==> src/rtl/zbus_cycle.sv <==
// zbus_cycle: Z80 control-bus cycle classifier and strober.
//
// Samples the raw Z80 control lines on each zpos tick and classifies every
// bus cycle into a 3-bit type code. It also emits one-clk start/end strobes,
// measures cycle length in zpos ticks (saturating) and flags cycles that
// stay active too long.
//
// Optional feature macro: ZBUS_WAIT_EN. When defined, IO and INTACK cycles
// hold wait_n low for IO_WAITS zpos ticks. When undefined, wait_n is held 1.
//
// Ports:
//   clk, rst        FPGA clock, asynchronous active-high reset
//   zpos            one-clk enable marking the Z80 clock rising-edge sample
//   iorq_n, mreq_n, m1_n, rfsh_n, rd_n, wr_n   raw Z80 control (active low)
//   cyc_type        0 NONE,1 OPFETCH,2 MEMRD,3 MEMWR,4 IORD,5 IOWR,6 INTACK,7 RFSH
//   cyc_act         cycle in progress
//   cyc_start       one-clk strobe, cyc_type valid in the same clk
//   cyc_end         one-clk strobe, cyc_len valid in the same clk
//   cyc_len         number of zpos samples the finished cycle was active
//   cyc_tmo         timeout flag, sticky until cyc_end
//   wait_n          Z80 WAIT request (active low)
module zbus_cycle #(
    parameter int CNT_W    = 8,
    parameter int TMO_LEN  = 0,
    parameter int RFSH_EN  = 0,
    parameter int IO_WAITS = 1
) (
    input  logic             clk,
    input  logic             rst,
    input  logic             zpos,
    input  logic             iorq_n,
    input  logic             mreq_n,
    input  logic             m1_n,
    input  logic             rfsh_n,
    input  logic             rd_n,
    input  logic             wr_n,
    output logic [2:0]       cyc_type,
    output logic             cyc_act,
    output logic             cyc_start,
    output logic             cyc_end,
    output logic [CNT_W-1:0] cyc_len,
    output logic             cyc_tmo,
    output logic             wait_n
);

    typedef enum logic [1:0] {IDLE, ACTIVE, WAITST} state_t;

    localparam logic [CNT_W-1:0] CNT_MAX = '1;

    state_t           state, state_nx;
    logic             s_io, s_mem, s_m1, s_rf, s_rd, s_wr, s_new;
    logic [2:0]       k, pk;
    logic             any, rise, fall, primed, primed_nx;
    logic [CNT_W-1:0] cnt, cnt_nx, cnt_inc, len_nx;
    logic [2:0]       cls, type_nx;
    logic             start_nx, end_nx, tmo_nx, do_start;

    // Refresh requests are masked out of req_mem unless they are reported.
    logic mem_d;
    assign mem_d = !mreq_n && (rfsh_n || (RFSH_EN != 0));

    // Request kinds: a change of kind with no idle sample in between
    // (fetch -> refresh, mreq -> iorq) is treated as end + start.
    assign k    = {s_io, s_mem & s_rf, s_mem & ~s_rf};
    assign any  = |k;
    assign rise = |(k & ~pk);
    assign fall = |(pk & ~k);

    assign cnt_inc = (cnt == CNT_MAX) ? cnt : cnt + 1'b1;
    assign cyc_act = (state != IDLE);

    always_comb begin
        cls = 3'd5;
        if (s_io && s_m1)                cls = 3'd6;
        else if (s_mem && s_rf)          cls = 3'd7;
        else if (s_mem && s_m1 && s_rd)  cls = 3'd1;
        else if (s_mem && s_rd)          cls = 3'd2;
        else if (s_mem)                  cls = 3'd3;
        else if (s_io && s_rd)           cls = 3'd4;
    end

`ifdef ZBUS_WAIT_EN
    logic       wait_r, wait_nx;
    logic [3:0] wcnt, wcnt_nx;
    assign wait_n = wait_r;
`else
    assign wait_n = 1'b1;
`endif

    always_comb begin
        state_nx  = state;
        primed_nx = primed;
        cnt_nx    = cnt;
        type_nx   = cyc_type;
        len_nx    = cyc_len;
        tmo_nx    = cyc_tmo;
        start_nx  = 1'b0;
        end_nx    = 1'b0;
        do_start  = 1'b0;
`ifdef ZBUS_WAIT_EN
        wait_nx   = wait_r;
        wcnt_nx   = wcnt;
`endif
        // s_new marks the clk after a zpos sample, so all events land
        // exactly one clk after the sample that shows them.
        if (s_new) begin
            if (!primed) begin
                // Ignore a cycle already in flight at reset release.
                if (!any) primed_nx = 1'b1;
            end else if (state == IDLE) begin
                do_start = rise;
            end else if (rise || fall) begin
                end_nx   = 1'b1;
                len_nx   = cnt;
                tmo_nx   = 1'b0;
                do_start = any;
                if (!any) state_nx = IDLE;
`ifdef ZBUS_WAIT_EN
                wait_nx  = 1'b1;
`endif
            end else begin
                cnt_nx = cnt_inc;
                if ((TMO_LEN != 0) && (32'(cnt_inc) == TMO_LEN)) tmo_nx = 1'b1;
            end
        end

        if (do_start) begin
            state_nx = ACTIVE;
            start_nx = 1'b1;
            cnt_nx   = 1;
            type_nx  = cls;
            tmo_nx   = (TMO_LEN == 1);
`ifdef ZBUS_WAIT_EN
            if ((IO_WAITS > 0) && (cls == 3'd4 || cls == 3'd5 || cls == 3'd6)) begin
                state_nx = WAITST;
                wcnt_nx  = 4'(IO_WAITS);
            end
`endif
        end

`ifdef ZBUS_WAIT_EN
        // wait_n drops the clk after cyc_start; only zpos ticks that see it
        // low are counted.
        if (state == WAITST && !end_nx && !start_nx) begin
            if (wait_r) begin
                wait_nx = 1'b0;
            end else if (zpos) begin
                wcnt_nx = wcnt - 1'b1;
                if (wcnt == 4'd1) begin
                    wait_nx  = 1'b1;
                    state_nx = ACTIVE;
                end
            end
        end
`endif
    end

    always_ff @(posedge clk or posedge rst) begin
        if (rst) begin
            state     <= IDLE;
            {s_io, s_mem, s_m1, s_rf, s_rd, s_wr} <= '0;
            s_new     <= 1'b0;
            pk        <= '0;
            primed    <= 1'b0;
            cnt       <= '0;
            cyc_type  <= '0;
            cyc_len   <= '0;
            cyc_tmo   <= 1'b0;
            cyc_start <= 1'b0;
            cyc_end   <= 1'b0;
`ifdef ZBUS_WAIT_EN
            wait_r    <= 1'b1;
            wcnt      <= '0;
`endif
        end else begin
            if (zpos) begin
                s_io  <= !iorq_n;
                s_mem <= mem_d;
                s_m1  <= !m1_n;
                s_rf  <= !rfsh_n;
                s_rd  <= !rd_n;
                s_wr  <= !wr_n;
            end
            s_new     <= zpos;
            pk        <= k;
            state     <= state_nx;
            primed    <= primed_nx;
            cnt       <= cnt_nx;
            cyc_type  <= type_nx;
            cyc_len   <= len_nx;
            cyc_tmo   <= tmo_nx;
            cyc_start <= start_nx;
            cyc_end   <= end_nx;
`ifdef ZBUS_WAIT_EN
            wait_r    <= wait_nx;
            wcnt      <= wcnt_nx;
`endif
        end
    end

    // wr is sampled for completeness; MEMWR/IOWR are the default classes.
    logic unused_sig;
`ifdef ZBUS_WAIT_EN
    assign unused_sig = s_wr;
`else
    assign unused_sig = s_wr ^ (IO_WAITS > 0);
`endif

endmodule

==> config.mk <==
export PLATFORM = sky130hd
export DESIGN_NAME = zbus_cycle
export DESIGN_NICKNAME = d
export VERILOG_FILES = /design/src/rtl/zbus_cycle.sv
export SDC_FILE = /design/constraint.sdc
export NUM_CORES = 1
export LEC_CHECK = 0
export CAP_MARGIN = 15
export CORE_MARGIN = 2
export CORE_UTILIZATION = 47
export DETAILED_ROUTE_END_ITERATION = 7
export HOLD_SLACK_MARGIN = 0.06
export PLACE_DENSITY = 0.8
export SLEW_MARGIN = 20
export SYNTH_ARGS = -nofsm -noshare
export SYNTH_HDL_FRONTEND = slang
export SYNTH_SLANG_ARGS = --single-unit
==> constraint.sdc <==
create_clock -name clk -period 2.4 [get_ports clk]
set_clock_uncertainty 0.2 [all_clocks]
set_input_delay 0.72 -clock clk [delete_from_list [all_inputs] [get_ports clk]]
set_output_delay 0.72 -clock clk [all_outputs]
set_load 0.02 [all_outputs]
==> summary.md <==
| Metric | Value |
|---|---|
| Outcome | finished clean |
| Reg2Reg Depth | 4 |
| Htree depth | 2 |
| Commonest non-fill, non-tap cell in the layout | dfrtp_1 |
| Fmax | 438 MHz |
| Final hold viol count | 0 |
| Largest net degree at the start of global routing | 33 |
| Final setup violation count | 0 |
| Int Pwr | 945 µW |
| Setup WS pre-CTS | 0.171 ns |
| Wire length per cell | 13.0 µm |
| Yosys top cell by area | dfrtp_1 |
| Tot GR Track Use | 0.166 |
| Critical path cell sequence | clkdlybuf4s50_1 |
| Final worst-path cycle share | 0.951 |
| WHS Path Cells | 1 |
| DRT Pass-1 Iters | 4 |
| Antenna Cells | 0 |
| TritonCTS Sinks | 32 |
| Final Max Tran Viols | 0 |
| Asr flop ratio synth | 1.00 |
| Worst-path clk slew | 0.09 ns |
| Tmin final | 2.28 ns |
| Initial DRC Count | 26 |
| Critical R2R Launch | s_mem |
| CP delay by family, top | buffers and inverters |
| Top cell type's share of synthesized area | 0.541 |
| Initial Util | 0.488 |
| Die width | 60.1 µm |
| Slowest cell on crit path | clkdlybuf4s50_1 |
| Req. time, crit path | 1.48 ns |
| Vias per cell | 5.51 |
| Leak pwr | 0.000737 µW |
| TNS Setup | 0 ns |
| Switch share | 0.320 |
| Seq/Total Area, Yosys | 0.541 |
| Min-delay worst type | reg2reg |
| PortBufs | 21 |
| Worst r2r dst | cnt[5] |
| Top cells by area, synth | dfrtp_1, mux2_2, a21oi_1, mux2_1, o31ai_1 |
| Worst skew pair latency | 0.32 ns |
| Die area | 0.00361 mm² |
| Vias | 1090 |
| CTS tree | yes |
| Placeable Area | 0.00303 mm² |
| Post-Syn Instances | 130 |
| Synth Net Count | 140 |
| Die height | 60.1 µm |
| Root buf cell | clkbuf_4 |
| Crit path buf inv count | 1 |
| Max Cap Violations | 0 |
| Layout area overhead | 19.8% |
| CTS Hold Bufs | 0 |
| RePlAce Congestion | 0.789 |
| Hold Crit Start | cyc_type[1] |
| Startpoint types | flip-flop |
| Critical path peak fanout | 5 |
| Worst setup margin | 0.117 ns |
| Yosys reg bits | 32 |
| Layout cells sized above 1 | 0.136 |
| Io pins | 25 |
| Final non-filler cell total | 198 |
| Nets | 166 |
| Row cnt | 20 |
| Internal reg-to-reg setup slack | 0.16 ns |
| RSZ-0062 raised after global routing | no |
| Net Switching | 445 µW |
| Data arrival time of the worst path | 1.36 ns |
| Worst-margin pin slew | 0.491 ns |
| Initial antenna violation count | 0 |
| Number of synthesized flops with an enable pin | 0 |
| CP endpoint kind | output port |
| Main synth FF type | dfrtp_1 |
| PwrDens | 784 mW/mm² |
| CTS max path bufs | 2 |
| Crit path kind | reg2out |
| Reg power frac | 0.499 |
| DRT Wirelength | 2.58 mm |
| Hold Slack | 0.293 ns |
| Syn Area/Cell | 11.4 µm² |
| Combinational Power Share | 0.319 |
| Placed cell count | 193 |
| Cell Area, Synth | 0.00148 mm² |
| Clock share of power | 0.182 |
| Most frequent cells in the layout | dfrtp_1, clkdlybuf4s50_1, a21oi_1, mux2_2 |
| Global route overflow | 0 |
| Antenna viol nets, final | 0 |
| First-pass GRT wire length | 4.44 mm |
| Setup bufs post-CTS | 0 |
| Synth warn | 0 |
| Post-CTS Resized | 0 |
| Post-DP HPWL | 1.86 mm |
| Slew margin rel. | 0.670 |
| Post-synth cell types | 46 |
| CTS Buf Count | 5 |
| Worst hold endpoint | cyc_type[1] |
| Peak supply drop | 331 µV |
| DR DRC count | 0 |
| CP peak stage delay | 0.62 ns |
| Vias in the first global route | 1034 |
synthesized netlist by cell type (3+ instances only):
| library cell | number |
|---|---|
| o31ai_1 | 4 |
| o21ai_0 | 3 |
| nor2_1 | 6 |
| or4_1 | 4 |
| nand2_1 | 6 |
| dfrtp_1 | 32 |
| nand3_1 | 4 |
| mux2_2 | 8 |
| inv_1 | 4 |
| mux2_1 | 3 |
| a21oi_1 | 10 |
worst reg2reg max path: cells and delay by family, from the launching register on:
family / cells / cell delay, ns
simple gates: 2 / 0.93
compound gates: 2 / 0.63
flops: 1 / 0.40
routing by layer:
| layer | vias to the layer above | GRT usage | wire (µm) |
|---|---|---|---|
| li1 | 523 | - | - |
| met1 | 543 | 0.213 | 1180 |
| met2 | 22 | 0.269 | 1310 |
| met3 | 2 | 0.0455 | 73 |
| met4 | 0 | 0.0571 | 14 |
| met5 | - | 0 | 0 |
cell type report:
| class | count | area (µm²) |
|---|---|---|
| Fill cell | 254 | 1260 |
| Sequential cell | 32 | 801 |
| Multi-Input combinational cell | 86 | 608 |
| Timing Repair Buffer | 27 | 255 |
| Tap cell | 44 | 55.1 |
| Clock buffer | 5 | 37.5 |
| Inverter | 4 | 15.0 |
power groups by stage:
stage | logic [µW] | clock network (µW) | registers, µW
floorplan | 204 | 0 | 762
global placement | 437 | 0 | 700
detailed placement | 447 | 0 | 706
CTS | 448 | 269 | 695
global route | 483 | 291 | 709
finish | 444 | 252 | 694
state kept, by name, summed over array words and instances, names as in the netlist:
name       cells
cnt            8
cyc_end        1
cyc_len        8
cyc_start      1
cyc_type       3
pk             3
primed         1
s_io           1
s_m1           1
s_mem          1
s_new          1
s_rd           1
s_rf           1
state          1
how the worst max path moves through the flow:
stage	from	depth (start not counted)	to	slack [ns]
after floorplan	s_mem	6	cnt[3]	0.18
after global placement	pk[0]	4	cnt[3]	0.24
after detailed placement	pk[0]	4	cnt[5]	0.17
after CTS	state[0]	1	cyc_act	0.1
after global routing	state[0]	1	cyc_act	0.04
final	state[0]	1	cyc_act	0.12
stage by stage:
stage | instance area (µm²) | util | power [µW]
finish | 1770 | 0.585 | 1390
global route | 1770 | 0.585 | 1480
CTS | 1770 | 0.585 | 1410
detailed placement | 1730 | 0.573 | 1150
global placement | 1730 | 0.573 | 1140
floorplan | 1480 | - | 965
logic make-up after synthesis:
logic type	Yosys count	share of synthesized area
adder cells (fa/ha/maj)	1	0.00846
AO/OA/AOI/OAI	32	0.141
multiplexers	12	0.0905
flip-flops	32	0.541
AND/OR/NAND/NOR	38	0.160
other	2	0.00508
buffers and inverters	12	0.0474
XOR/XNOR	1	0.00592
Power figures use the tool's default switching activity.
